<file path="src/rtl/dt_pkg.sv">
// dt_pkg: image geometry, address widths and FSM states shared by the DT engine and the binarize-and-pack block.
package dt_pkg;
    localparam int IMG_W  = 128;
    localparam int IMG_H  = 128;
    localparam int WORD_W = 16;
    localparam int PIX_AW = 14;
    localparam int WRD_AW = 10;
    localparam int NPIX   = IMG_W * IMG_H;
    localparam int NWORDS = NPIX / WORD_W;
    typedef enum logic [1:0] {S_IDLE, S_FETCH, S_FLUSH, S_DONE} state_t;
endpackage

</file>
<file path="src/rtl/dt_bin_pack_if.sv">
// dt_bin_pack_if: controller handshake, result-RAM read port and output-memory write port of the pack engine.
interface dt_bin_pack_if;
    import dt_pkg::*;
    logic              start;
    logic [7:0]        thr;
    logic              busy;
    logic              done;
    logic [14:0]       ones_cnt;
    logic              res_rd;
    logic [PIX_AW-1:0] res_addr;
    logic [7:0]        res_di;
    logic              sto_wr;
    logic [WRD_AW-1:0] sto_addr;
    logic [WORD_W-1:0] sto_do;
    modport master (output start, thr, res_di,
                    input  busy, done, ones_cnt, res_rd, res_addr, sto_wr, sto_addr, sto_do);
    modport slave  (input  start, thr, res_di,
                    output busy, done, ones_cnt, res_rd, res_addr, sto_wr, sto_addr, sto_do);
endinterface

</file>
<file path="src/rtl/dt_bit_packer.sv">
// dt_bit_packer: MSB-first 16-bit shift packer; registers the full word and a one-cycle valid on the 16th bit.
module dt_bit_packer
    import dt_pkg::*;
(
    input  logic              clk,
    input  logic              reset,
    input  logic              i_clr,
    input  logic              i_en,
    input  logic              i_bit,
    output logic              o_word_valid,
    output logic [WORD_W-1:0] o_word
);
    logic [WORD_W-1:0] r_sr;
    logic [3:0]        r_cnt;
    logic              r_valid;
    logic [WORD_W-1:0] r_word;
    logic              w_full;
    assign w_full = i_en && r_cnt == 4'd15;
    always_ff @(posedge clk or posedge reset) begin
        if (reset) begin
            r_sr    <= '0;
            r_cnt   <= '0;
            r_valid <= 1'b0;
            r_word  <= '0;
        end else if (i_clr) begin
            r_sr    <= '0;
            r_cnt   <= '0;
            r_valid <= 1'b0;
            r_word  <= '0;
        end else begin
            r_valid <= w_full;
            if (i_en) begin
                r_sr  <= {r_sr[WORD_W-2:0], i_bit};
                r_cnt <= r_cnt + 4'd1;
            end
            if (w_full) r_word <= {r_sr[WORD_W-2:0], i_bit};
        end
    end
    assign o_word_valid = r_valid;
    assign o_word       = r_word;
endmodule

</file>
<file path="src/rtl/dt_bin_pack.sv">
// dt_bin_pack: reads the 128x128 result map, thresholds each pixel and writes MSB-first 16-pixel words.
module dt_bin_pack
    import dt_pkg::*;
(
    input logic         clk,
    input logic         reset,
    dt_bin_pack_if.slave bus
);
    localparam logic [PIX_AW-1:0] LAST_PIX = PIX_AW'(NPIX - 1);
    localparam logic [WRD_AW-1:0] LAST_WRD = WRD_AW'(NWORDS - 1);
    state_t            r_state, w_next;
    logic [7:0]        r_thr;
    logic [14:0]       r_ones;
    logic [PIX_AW-1:0] r_res_addr;
    logic [WRD_AW-1:0] r_sto_addr;
    logic              r_res_rd, r_vld, r_busy, r_done;
    logic              w_go, w_bit, w_last_pix, w_last_wr, w_word_valid;
    logic [WORD_W-1:0] w_word;
    always_comb begin
        w_go       = bus.start && (r_state == S_IDLE || r_state == S_DONE);
        w_bit      = bus.res_di >= r_thr;
        w_last_pix = r_res_addr == LAST_PIX;
        w_last_wr  = w_word_valid && r_sto_addr == LAST_WRD;
        w_next     = w_go ? S_FETCH :
                     (r_state == S_FETCH && w_last_pix) ? S_FLUSH :
                     (r_state == S_FLUSH && w_last_wr) ? S_DONE : r_state;
    end
    always_ff @(posedge clk or posedge reset) begin
        if (reset) r_state <= S_IDLE;
        else       r_state <= w_next;
    end
    // r_vld marks the cycle the RAM returns data for the address issued one cycle earlier
    always_ff @(posedge clk or posedge reset) begin
        if (reset) begin
            r_thr      <= '0;
            r_ones     <= '0;
            r_res_addr <= '0;
            r_sto_addr <= '0;
            r_res_rd   <= 1'b0;
            r_vld      <= 1'b0;
            r_busy     <= 1'b0;
            r_done     <= 1'b0;
        end else if (w_go) begin
            r_thr      <= bus.thr;
            r_ones     <= '0;
            r_res_addr <= '0;
            r_sto_addr <= '0;
            r_res_rd   <= 1'b1;
            r_vld      <= 1'b0;
            r_busy     <= 1'b1;
            r_done     <= 1'b0;
        end else begin
            r_vld <= r_res_rd;
            if (r_state == S_FETCH) begin
                r_res_rd <= !w_last_pix;
                if (!w_last_pix) r_res_addr <= r_res_addr + 1'b1;
            end
            if (r_vld && w_bit) r_ones <= r_ones + 15'd1;
            if (w_word_valid && !w_last_wr) r_sto_addr <= r_sto_addr + 1'b1;
            if (r_state == S_FLUSH && w_next == S_DONE) begin
                r_busy <= 1'b0;
                r_done <= 1'b1;
            end
        end
    end
    dt_bit_packer u_packer (
        .clk          (clk),
        .reset        (reset),
        .i_clr        (w_go),
        .i_en         (r_vld),
        .i_bit        (w_bit),
        .o_word_valid (w_word_valid),
        .o_word       (w_word)
    );
    assign bus.busy     = r_busy;
    assign bus.done     = r_done;
    assign bus.ones_cnt = r_ones;
    assign bus.res_rd   = r_res_rd;
    assign bus.res_addr = r_res_addr;
    assign bus.sto_wr   = w_word_valid;
    assign bus.sto_addr = r_sto_addr;
    assign bus.sto_do   = w_word;
endmodule
</file>
<file path="src/flat_wrapper.sv">
// flat-port wrapper written by rule: the top's interface ports become plain ports
module dt_bin_pack_flat import dt_pkg::*;
  (clk, reset, bus_start, bus_thr, bus_res_di, bus_busy, bus_done, bus_ones_cnt, bus_res_rd, bus_res_addr, bus_sto_wr, bus_sto_addr, bus_sto_do);
  dt_bin_pack_if bus_i ();
  input logic clk;
  input logic reset;
  input wire logic [$bits(bus_i.start)-1:0] bus_start;
  input wire logic [$bits(bus_i.thr)-1:0] bus_thr;
  input wire logic [$bits(bus_i.res_di)-1:0] bus_res_di;
  output wire logic [$bits(bus_i.busy)-1:0] bus_busy;
  output wire logic [$bits(bus_i.done)-1:0] bus_done;
  output wire logic [$bits(bus_i.ones_cnt)-1:0] bus_ones_cnt;
  output wire logic [$bits(bus_i.res_rd)-1:0] bus_res_rd;
  output wire logic [$bits(bus_i.res_addr)-1:0] bus_res_addr;
  output wire logic [$bits(bus_i.sto_wr)-1:0] bus_sto_wr;
  output wire logic [$bits(bus_i.sto_addr)-1:0] bus_sto_addr;
  output wire logic [$bits(bus_i.sto_do)-1:0] bus_sto_do;
  assign bus_i.start = bus_start;
  assign bus_i.thr = bus_thr;
  assign bus_i.res_di = bus_res_di;
  assign bus_busy = bus_i.busy;
  assign bus_done = bus_i.done;
  assign bus_ones_cnt = bus_i.ones_cnt;
  assign bus_res_rd = bus_i.res_rd;
  assign bus_res_addr = bus_i.res_addr;
  assign bus_sto_wr = bus_i.sto_wr;
  assign bus_sto_addr = bus_i.sto_addr;
  assign bus_sto_do = bus_i.sto_do;
  dt_bin_pack u_core (.clk(clk), .reset(reset), .bus(bus_i));
endmodule
</file>
<file path="config.mk">
export PLATFORM = sky130hd
export DESIGN_NAME = dt_bin_pack_flat
export DESIGN_NICKNAME = d
export VERILOG_FILES = /design/src/rtl/dt_pkg.sv /design/src/rtl/dt_bin_pack_if.sv /design/src/rtl/dt_bit_packer.sv /design/src/rtl/dt_bin_pack.sv /design/src/flat_wrapper.sv
export SDC_FILE = /design/constraint.sdc
export NUM_CORES = 1
export LEC_CHECK = 0
export BUFFER_PORTS_ARGS = -buffer_cell sky130_fd_sc_hd__buf_2
export CAP_MARGIN = 40
export CORE_MARGIN = 1.5
export CORE_UTILIZATION = 40
export DETAILED_ROUTE_END_ITERATION = 10
export GPL_ROUTABILITY_DRIVEN = 0
export GPL_TIMING_DRIVEN = 0
export PLACE_DENSITY = 0.58
export SYNTH_ARGS = -nofsm -noshare
export SYNTH_HDL_FRONTEND = slang
export SYNTH_SLANG_ARGS = --single-unit
</file>
<file path="constraint.sdc">
create_clock -name clk -period 4 [get_ports clk]
set_clock_uncertainty 0.2 [all_clocks]
set_input_delay 0.6 -clock clk [delete_from_list [all_inputs] [get_ports clk]]
set_output_delay 0.6 -clock clk [all_outputs]
set_load 0.02 [all_outputs]
</file>
# Word-level counts from Yosys, hierarchy flattened
# Index checks and enable logic that the tools add are counted.
# Widths: inputs -> output; s select.
# word_totals
reg_bits,89
inputBits,19
out_inout_bits,59
word_cells,69
# classes
n_addsub,4
magnitude_cmp,1
n_eq_ne,8
mux,24
reduce_logical,19
# ops
cell,n
$mux 15,4
$mux 14,3
$mux 16,2
$mux 10,2
$add 15x1->15 const B,1
$add 14x1->14 const B,1
$eq 14x14->1 const B,1
$reduce_bool 2->1,6
$add 10x1->10 const B,1
$eq 10x10->1 const B,1
$ge 8x8->1,1
$logic_and 1x1->1,8
$mux 1,8
$mux 4,2
$eq 2x2->1 const B,3
$mux 2,3
$add 4x1->4 const B,1
$eq 4x4->1 const B,1
$eq 2x1->1 const B,1
$logic_not 1->1,2
$logic_not 2->1,1
$ne 2x2->1 const B,1
$reduce_and 2->1,1
$logic_or 1x1->1,1

# Longest topological paths before layout
# Gate-level depths: netlist (run 1).
# logic_depth
ltp_word,10
ltp_mapped,9
ltp_nobuf,7

# Hierarchy
# A second synthesis (run 1) with hierarchy kept.
# unflattened
hier_cells,431
hier_area_um2,4491.8
# modules_own_cells
module,instances,cells_each,area_per_inst_um2,seq_area_each_um2
dt_bin_pack,1,293,2841.5,1326.3
dt_bit_packer,1,138,1650.3,900.9

# Worst setup path after synthesis (run 1)
# No wires, ideal clock.
# synth_path
path_kind,input to register
startpoint,input bus_res_di[0]
endpoint,register u_core.r_ones[1] (netlist: u_core.bus.ones_cnt[1])
setup_ns,0.132
t_arrival_ns,2.125
t_required_ns,3.668
setup_slack_ns,1.543
cell_stages,9
path_buffers,2
path_cell_list,inv_1 -> ha_1 -> nand2b_1 -> a2111o_1 -> a32oi_2 -> buf_6 -> buf_12 -> mux2i_1 -> nor2_1
# synth_via
elab_chain_len,3
# synth_lines
item,line_no,source
start: declaration,flat_wrapper.sv:9,input wire logic [$bits(bus_i.res_di)-1:0] bus_res_di;
$ge 8x8->1,dt_bin_pack.sv:21,w_bit = bus.res_di >= r_thr;
$logic_and 1x1->1,dt_bin_pack.sv:58,if (r_vld && w_bit) r_ones <= r_ones + 15'd1;
$reduce_bool 2->1 (no line),--,
end signal: assignment,dt_bin_pack.sv:58,
end: declaration,dt_bin_pack.sv:13,logic [14:0] r_ones;
# Every way passes these cells.
# A chain may end at the register's enable or synchronous reset.

# Worst setup path in the final report (run 1)
# layout_path
startpoint,register u_core.r_state[0]
endpoint,register u_core.u_packer.r_word[3] (netlist: u_core.u_packer.o_word[3])
# layout_via
elab_chain_len,4
word_cells_on_any_way,6
cone_classes,eq/ne (1); mux (1); reduce/logical (4)
# layout_lines
item,line_no,source
start: declaration,dt_bin_pack.sv:11,"state_t r_state, w_next;"
start signal: assignment,dt_bin_pack.sv:30,else r_state <= w_next;
$eq 2x2->1 / $logic_not 2->1 (equally long branches),dt_bin_pack.sv:20,w_go = bus.start && (r_state == S_IDLE || r_state == S_DONE);
$logic_or 1x1->1 (*),dt_bin_pack.sv:20,
$logic_and 1x1->1 (*),dt_bin_pack.sv:20,
$mux 16 / $reduce_bool 2->1 (equally long branches),--,
end signal: assignment,dt_bit_packer.sv:36,"if (w_full) r_word <= {r_sr[WORD_W-2:0], i_bit};"
end: declaration,dt_bit_packer.sv:16,logic [WORD_W-1:0] r_word;
# Mark *: on every way between the ends. The rest lies on a longest branch, timed or not.

==> results.yml, run 1 <==
synthesis:
  synth_fp_nets: 466
  yosysUniqueCellTypes: 41
  synth_edf_count: 0
  synth_area_leaders: "dfrtp_1 (53%), nand2_1 (5.8%), mux2i_1 (4.7%)"
  netlist_area_sq_mm: 0.00423
  yosysSeqAreaShare_pct: 52.6
  post_synth.cell_area_avg_sq_um: 9.78
  synthTopCellsByCount: "dfrtp_1 (89), nand2_1 (65), nor2_1 (44), a21oi_1 (31), nand4_1 (22)"
  synthArstFlopShare_pct: 100
  postSynthCellCount: 433
  synth_flop_cell: "dfrtp_1"
  yosysMostFrequentCell: "dfrtp_1"
  yosys.area.top_type_share_pct: 52.6
  ys_warn_count: 0
  yosys.area.top_type: "dfrtp_1"
  ys_ff_latch: 89
setup_path:
  critPathBufInv: 4
  critPathCaptureType: "register"
  cp_slowest_cell: "clkbuf_1"
  required_ns: 4.03
  crit_chain: "inv_1 -> ha_1 -> and2_1 -> clkbuf_1 -> clkbuf_1 -> buf_1 -> a21oi_1"
  max_stage_delay_ns: 0.49
  worstSetupStartpointType: "register"
  critPathMostFrequentCell: "clkbuf_1"
  cp_top_family: "buffers and inverters"
  critPathKind: "register to register"
  arrival_ns: 2.48
  cp_max_fo: 10
drt:
  drt_iter0_drc: 161
  routed_wl_mm: 9.64
  vias_per_cell: 5.21
  wire_per_inst_um: 14.5
  drcViolationCount: 0
  dr.pass1.iters: 4
  antenna_left: 0
  num_vias: 3459
sta:
  setup_viol: 0
  final_hold_viol_count: 0
  fin_crit_ns: 2.45
  timing.fmax_ghz: 0.408
  drv_slew: 0
  worstMarginPinSlew_ns: 0.585
  min_period_over_period_pct: 61.3
  rsz0062_at_grt: "no"
  holdWs_ns: 0.240
  max_slew_margin_pct: 61.0
clocking:
  clock_latency_ns: 0.37
  ctsResizeCount: 0
  cts-htree-levels: 3
  cts_hold_buf: 1
  clock_sinks: 89
  cts_tree: "yes"
  clk_path_buf_depth: 2
  cts_made_buffers: 9
  cts_setup_buffers: 0
  root_buffer: "clkbuf_8"
  cts.clk_slew.worst_paths_ns: 0.09
power:
  p_comb_share_pct: 30.7
  clock_power_share_pct: 23.6
  p_seq_share_pct: 45.7
  p_per_area_mw_per_mm2: 605
  p_sw_mw: 1.15
  leakage_nw: 2.54
  p_int_mw: 1.91
  peakVddDrop_mv: 0.281
  power.share.switching_pct: 37.6
global_route:
  grt_pass1_vias: 3309
  antenna_found_initial: 0
  grt_pass1_wl_mm: 16.3
  track_usage_pct: 18.4
  grt_max_degree: 65
  gr-total-overflow: 0
outcome:
  status: "finished clean"
finish:
  final_area_sq_mm: 0.00506
  drive_gt1_share_pct: 19.9
  fin_util_pct: 49.2
  fin_nets: 556
  num_antenna_cells: 0
  syn_to_final_growth_pct: 19.6
die:
  dieHeight_um: 106
  dieArea_sq_mm: 0.0112
  io_pins: 78
  die_x_um: 106
  core_sq_mm: 0.0103
  rows: 37
  start_util_pct: 41.2
job:
  drv_cap: 0
placement:
  port_buffers: 77
  dp_hpwl_mm: 6.94
  placed_cell_area_sq_mm: 0.00482
min_path:
  min_path_type: "input pin to register"
flip-flops by register name, summed over array words and instances, names as in the netlist, 2 cells and up:
signal	cells
u_core.bus.res_addr	14
u_core.r_state	2
u_core.u_packer.o_word	16
u_core.u_packer.r_cnt	4
u_core.u_packer.r_sr	15
u_core.r_thr	8
u_core.bus.ones_cnt	15
u_core.bus.sto_addr	10
worst reg2reg max path: stages, from the launching register on:
cell and delay [ns]:
dfrtp_1 0.38, inv_1 0.06, ha_1 0.30, and2_1 0.12
clkbuf_1 0.20, clkbuf_1 0.49, buf_1 0.47, a21oi_1 0.10
cell usage in the layout, fill, tap and decap left out, types with 4 or more instances in the layout:
cell type  instances
or3_1              6
nor2_1            44
mux2i_1           20
nand3_1           12
nand2_1           65
nand2b_1           5
and3_1             8
ha_1              14
buf_1              4
clkbuf_1           9
dfrtp_1           89
inv_6              4
nand4_1           22
and4_1             6
buf_2             79
o21ai_1            6
xor2_1            15
inv_1             18
nor3_1             9
or4_1              4
o21ai_0           12
a21oi_1           31
clkbuf_8          10
xnor2_1            5
per-layer routing:
metal | vias up | global-route usage [%] | part of all wire [%]
met2 | 59 | 28.5 | 47
met5 | - | 0 | 0
met3 | 9 | 4.14 | 3.9
met4 | 0 | 7.53 | 1.4
li1 | 1689 | - | -
met1 | 1702 | 25.1 | 48
path summary, 6_finish.rpt:
check / from / end / slack [ns] / cells past startpoint
setup / recovery: u_core.r_state[0]$_DFF_PP0_ / u_core.u_packer.o_word[3]$_DFFE_PP0P_ / 1.55 / 7
hold / removal: bus_thr[0] / u_core.r_thr[0]$_DFFE_PP0P_ / 0.24 / 3
setup reg to reg: u_core.r_state[0]$_DFF_PP0_ / u_core.u_packer.o_word[3]$_DFFE_PP0P_ / 1.55 / 7
hold reg to reg: u_core.bus.done$_DFFE_PP0P_ / u_core.bus.done$_DFFE_PP0P_ / 0.28 / 2
max in group asynchronous: reset / u_core.bus.res_addr[3]$_DFFE_PP0P_ / 2.41 / 4
min in group asynchronous: reset / u_core.u_packer.o_word[6]$_DFFE_PP0P_ / 0.56 / 3
cell families (layout without fill, tap and decap cells):
family	after synthesis	after routing	synth area share [%]
buf+inv	36	131	3.81
flops	89	89	52.6
fa+ha+maj	14	14	4.14
compound gates	68	68	9.67
xor+xnor	20	20	4.14
simple gates	186	186	20.9
mux	20	20	4.73
through the flow:
stage	setup slack, ns	power [mW]	TNS (ns)	std cells
detailed placement	1.30	2.36	0	647
finish	1.55	3.06	0	664
CTS	1.53	3.10	0	664
global placement	-0.271	2.33	-23.58	646
floorplan	0.893	2.04	0	433
global route	1.32	3.28	0	664
power by group through the flow:
stage	Sequential [mW]	Combinational, mW	Clock [mW]
floorplan	1.54	0.504	0
global placement	1.41	0.927	0
detailed placement	1.42	0.946	0
CTS	1.40	0.952	0.744
global route	1.45	1.05	0.778
finish	1.40	0.939	0.722
layout make-up:
cell class                      count  area, sq um
Tap cell                          136          170
Multi-Input combinational cell    308         1840
Timing Repair Buffer               79          423
Sequential cell                    89         2230
Buffer                             17         90.1
Clock inverter                      6         95.1
Inverter                           19         73.8
Clock buffer                       10          138
Fill cell                        1010         5220
(Power assumes the default switching activity.)
==> run 2: changes to the inputs <==
--- a/config.mk
+++ b/config.mk
@@ -12,7 +12,7 @@
 export DETAILED_ROUTE_END_ITERATION = 10
 export GPL_ROUTABILITY_DRIVEN = 0
 export GPL_TIMING_DRIVEN = 0
-export PLACE_DENSITY = 0.58
+export PLACE_DENSITY = 0.6
 export SYNTH_ARGS = -nofsm -noshare
 export SYNTH_HDL_FRONTEND = slang
 export SYNTH_SLANG_ARGS = --single-unit
==> constraint.sdc (replaced) <==
create_clock -name clk -period 2.1 [get_ports clk]
set_clock_uncertainty 0.2 [all_clocks]
set_input_delay 0.315 -clock clk [delete_from_list [all_inputs] [get_ports clk]]
set_output_delay 0.315 -clock clk [all_outputs]
set_load 0.02 [all_outputs]
==> run 2 against run 1 <==
  * The flow now finishes with violations (setup timing)
  * Sequential power increased by 91%
  * Design area increased by 5.1%
  * Clock power increased by 59%
  * Die area unchanged
  * Critical path depth increased by 1
  * Global-route usage decreased by 0.099 points
  * Combinational power increased by 120%
==> results.yml, run 2 (synthesis results as in run 1) <==
finish:
  final_cell_mix: "dfrtp_1 (89), buf_2 (83), nand2_1 (65)"
  drive_gt1_share_pct: 25.8
  largest_reg_flops: 16
  fin_nets: 574
  final_common_cell: "dfrtp_1"
  num_antenna_cells: 0
  syn_to_final_growth_pct: 25.7
  fin_util_pct: 51.8
setup_path:
  max_stage_delay_ns: 0.41
  worstSetupStartpointType: "register"
  required_ns: 2.13
  critPathBufInv: 2
  cp_max_fo: 5
  crit_chain: "ha_1 -> nand2b_4 -> a2111o_1 -> a32oi_4 -> buf_6 -> buf_12 -> mux2i_1 -> nor2_1"
  critPathCaptureType: "register"
  arrival_ns: 2.31
  critPathKind: "register to register"
  cp_top_family: "compound AO/OA/AOI/OAI gates"
  cp_slowest_cell: "a2111o_1"
drt:
  drt_iter0_drc: 140
  dr.pass1.iters: 4
  wire_per_inst_um: 14.5
  vias_per_cell: 5.13
  antenna_left: 0
  drcViolationCount: 0
  routed_wl_mm: 9.90
  num_vias: 3501
sta:
  rsz0062_at_grt: "yes"
  fin_crit_ns: 2.28
  worstMarginPinSlew_ns: 0.570
  timing.fmax_ghz: 0.439
  max_slew_margin_pct: 62.0
  setup_viol: 12
  drv_slew: 0
  final_hold_viol_count: 0
  min_period_over_period_pct: 108
  tns_ns: -1.45
  setup_ws_ns: -0.178
placement:
  dp_hpwl_mm: 6.79
  dp_slack_ns: -0.313
  port_buffers: 77
global_route:
  grt-busiest-layer: "met2"
  met3_usage_pct: 3.77
  grt_pass1_vias: 3338
  grt_pass1_wl_mm: 16.2
  grt_max_degree: 37
  antenna_found_initial: 0
  track_usage_pct: 18.3
  use_met1_pct: 24.9
  gr-total-overflow: 0
  use_met2_pct: 29.9
job:
  drv_cap: 0
clocking:
  cts_tree: "yes"
  clock_sinks: 89
  cts_made_buffers: 9
  clock_latency_ns: 0.35
  clk_path_buf_depth: 2
  root_buffer: "clkbuf_8"
  cts.clk_slew.worst_paths_ns: 0.09
  cts-htree-levels: 3
die:
  dieHeight_um: 106
  core_sq_mm: 0.0103
  io_pins: 78
  rows: 37
  start_util_pct: 41.2
  dieArea_sq_mm: 0.0112
  die_x_um: 106
power:
  leakage_nw: 2.64
  power_mw: 5.84
  peakVddDrop_mv: 0.587
  p_per_area_mw_per_mm2: 1100
outcome:
  failed_checks: "setup timing"
  status: "finished with violations"
min_path:
  min_path_type: "input pin to register"
run 2: per-layer routing:
metal,wire (um),part of all wire [%]
met1,4680,47
met2,4720,48
met3,400,4.0
met4,102,1.0
met5,0,0
run 2: what timing repair did:
action                                 CTS  global route
setup endpoints to repair               52            70
gates resized for setup                 16            22
gates cloned                             0             1
setup buffers                            4             4
endpoints found under the hold margin   31             0
pin swaps                                5             4
hold buffers                             9             0
run 2: per-stage QoR:
stage	hold WS (ns)	cells	cell area, sq um
finish	0.285	682	5320
global route	0.333	682	5320
CTS	0.280	677	5220
detailed placement	0.206	648	4830
global placement	0.268	646	4790
floorplan	0.220	433	4240
run 2: worst min-delay path, delay by kind of cell:
kind	cells	cell delay, ns
compound gates	1	0.06
simple gates	2	0.32
buf+inv	1	0.10
run 2: path summary, 6_finish.rpt:
check,start,endpoint,slack [ns],cells past startpoint
worst max-delay path,u_core.r_thr[0]$_DFFE_PP0P_,u_core.bus.ones_cnt[1]$_DFFE_PP0P_,-0.18,8
worst min-delay path,bus_start,u_core.bus.res_addr[1]$_DFFE_PP0P_,0.29,4
worst max register to register,u_core.r_thr[0]$_DFFE_PP0P_,u_core.bus.ones_cnt[1]$_DFFE_PP0P_,-0.18,8
worst min register to register,u_core.bus.done$_DFFE_PP0P_,u_core.bus.done$_DFFE_PP0P_,0.30,2
max in group asynchronous,reset,u_core.u_packer.r_cnt[3]$_DFFE_PP0P_,0.55,5
min in group asynchronous,reset,u_core.bus.ones_cnt[6]$_DFFE_PP0P_,0.36,3
run 2: final cells by class:
class                   count  area [sq um]
plain buffers              17           103
clock buffers              11           131
clock inverters             5          56.3
fillers                   965          4960
inverters                  19          75.1
multi-input cells         308          1950
flip-flops and latches     89          2230
well taps                 136           170
repair buffers             97           604
run 2: where the power goes:
group	switching (mW)	internal (mW)	total, mW
logic	1.14	0.878	2.02
clock network	0.604	0.550	1.15
registers	0.459	2.21	2.67
total	2.20	3.64	5.84
==> run 3: changes to the inputs <==
--- a/config.mk
+++ b/config.mk
@@ -7,12 +7,14 @@
 export LEC_CHECK = 0
 export BUFFER_PORTS_ARGS = -buffer_cell sky130_fd_sc_hd__buf_2
 export CAP_MARGIN = 40
+export CELL_PAD_IN_SITES_DETAIL_PLACEMENT = 1
+export CELL_PAD_IN_SITES_GLOBAL_PLACEMENT = 2
 export CORE_MARGIN = 1.5
-export CORE_UTILIZATION = 40
+export CORE_UTILIZATION = 31
 export DETAILED_ROUTE_END_ITERATION = 10
 export GPL_ROUTABILITY_DRIVEN = 0
 export GPL_TIMING_DRIVEN = 0
-export PLACE_DENSITY = 0.6
+export PLACE_DENSITY = 0.72
 export SYNTH_ARGS = -nofsm -noshare
 export SYNTH_HDL_FRONTEND = slang
 export SYNTH_SLANG_ARGS = --single-unit
==> run 3 against run 2 <==
  * The run still ends with setup timing left
  * Via count up 2.9%
  * Design area is 3.2% higher
  * Routed wire length up 17%
  * Critical path depth grew 1
  * Clock power is 37% higher
  * Combinational power barely moved
  * Core utilization is 10 points lower
  * Hold slack got worse by 0.017 ns
  * Largest cell class unchanged
  * Largest power group unchanged
  * Highest routed layer unchanged
==> results.yml, run 3 (synthesis results as in run 1) <==
die:
  io_pins: 78
  dieHeight_um: 120
  dieArea_sq_mm: 0.0144
  start_util_pct: 31.8
  rows: 42
  die_x_um: 120
  core_sq_mm: 0.0133
setup_path:
  r2r_start: "u_core.r_thr[0]$_DFFE_PP0P_"
  path_depth: 9
  worstSetupStartpointType: "register"
  cp_max_fo: 9
  crit_chain: "ha_1 -> nand2b_4 -> a2111o_1 -> a32oi_2 -> buf_6 -> buf_12 -> buf_4 -> o31ai_1 -> a21oi_2"
  r2r_cells: 9
  cp_top_family: "compound AO/OA/AOI/OAI gates"
  arrival_ns: 2.34
  rr_endpoint: "u_core.bus.ones_cnt[6]$_DFFE_PP0P_"
  rrSetupSlack_ns: -0.16
  cp_slowest_cell: "a2111o_1"
  critPathBufInv: 3
  critPathKind: "register to register"
  required_ns: 2.18
  critPathLaunch: "u_core.r_thr[0]$_DFFE_PP0P_"
  critPathCaptureType: "register"
  setup.worst_path.end: "u_core.bus.ones_cnt[6]$_DFFE_PP0P_"
  max_stage_delay_ns: 0.39
power:
  p_comb_share_pct: 32.1
  p_seq_share_pct: 42.9
  power.share.switching_pct: 36.6
  peakVddDrop_mv: 0.416
  p_per_area_mw_per_mm2: 1140
  leakage_nw: 2.70
  clock_power_share_pct: 25.0
  p_sw_mw: 2.30
  p_int_mw: 3.98
global_route:
  gr-total-overflow: 0
  antenna_found_initial: 1
  grt_pass1_vias: 3710
  track_usage_pct: 17.0
  grt_pass1_wl_mm: 19.0
  grt_max_degree: 36
sta:
  max_slew_margin_pct: 55.2
  holdWs_ns: 0.268
  worstMarginPinSlew_ns: 0.671
  drv_slew: 0
  timing.fmax_ghz: 0.442
  final_hold_viol_count: 0
  min_period_over_period_pct: 108
  setup_ws_ns: -0.162
  setup_viol: 15
  tns_ns: -1.46
  rsz0062_at_grt: "yes"
  fin_crit_ns: 2.26
min_path:
  worstHoldStart: "u_core.bus.done$_DFFE_PP0P_"
  min_path_type: "register to register"
clocking:
  clk_path_buf_depth: 2
  root_buffer: "clkbuf_16"
  clock_sinks: 89
  cts_tree: "yes"
  clock_latency_ns: 0.35
  cts.clk_slew.worst_paths_ns: 0.06
  cts_made_buffers: 9
  cts-htree-levels: 3
drt:
  wire_per_inst_um: 16.1
  vias_per_cell: 4.99
  drcViolationCount: 0
  num_vias: 3601
  antenna_left: 0
  dr.pass1.iters: 4
  routed_wl_mm: 11.6
  drt_iter0_drc: 109
finish:
  fin_nets: 573
  final_area_sq_mm: 0.00549
  syn_to_final_growth_pct: 29.8
  fin_util_pct: 41.3
  drive_gt1_share_pct: 27.2
  fillers: 1531
  largest_reg_flops: 16
  final_cell_mix: "dfrtp_1 (89), buf_2 (83), nand2_1 (65)"
  final_common_cell: "dfrtp_1"
outcome:
  failed_checks: "setup timing"
  status: "finished with violations"
placement:
  placed_cell_area_sq_mm: 0.00488
  port_buffers: 77
  dp_slack_ns: -0.419
  dp_hpwl_mm: 8.22
job:
  drv_cap: 0
-- run 3: metal layers --
layer,global-route usage (%),vias up,routed length [um]
met5,0,-,0
met4,7.59,0,228
met3,3.14,11,362
met2,27.8,58,5570
met1,22.1,1811,5460
li1,-,1721,-
-- run 3: power groups by stage --
stage | clock [mW] | sequential [mW] | combinational [mW]
after CTS | 1.62 | 2.71 | 1.97
after global placement | 0 | 2.69 | 1.78
after detailed placement | 0 | 2.73 | 1.84
final | 1.57 | 2.70 | 2.02
after global routing | 1.69 | 2.78 | 2.25
after floorplan | 0 | 2.93 | 0.959
-- run 3: tightest hold or removal path, stage by stage (launching register included) --
cell     delay [ns]
dfrtp_1        0.33
nand2_1        0.05
nand2_1        0.05
-- run 3: repair_timing --
action                     CTS  global route
hold endpoints to repair    32             0
hold buffers                 9             0
setup endpoints to repair   62            83
buffers inserted             5             4
pin swaps                   13            12
gates resized for setup     21            27
-- run 3: worst min-delay path by stage --
stage                                         end  slack, ns  cells past startpoint
5_1_grt               u_core.bus.done$_DFFE_PP0P_       0.32                      2
2_1_floorplan         u_core.r_thr[0]$_DFFE_PP0P_       0.22                      2
3_3_place_gp          u_core.bus.done$_DFFE_PP0P_       0.26                      2
4_1_cts               u_core.bus.done$_DFFE_PP0P_       0.27                      2
3_5_place_dp   u_core.bus.ones_cnt[5]$_DFFE_PP0P_       0.25                      2
6_report              u_core.bus.done$_DFFE_PP0P_       0.27                      2
-- run 3: metrics by stage --
step	total power, mW	cells
CTS	6.30	717
global route	6.72	720
global placement	4.47	686
finish	6.28	721
detailed placement	4.57	688
floorplan	3.89	433
-- run 3: area by class of cell --
type                       count  area (sq um)  share of cell area (%)
buffer                        16           100                    1.82
sequential                    89          2230                    40.5
timing repair buffer          97           587                    10.7
inverter                      19          75.1                    1.37
clock inverter                 4          45.0                   0.820
antenna                        1          2.50                  0.0455
multi-input combinational    308          2000                    36.5
tap                          176           220                    4.01
clock buffer                  11           233                    4.24
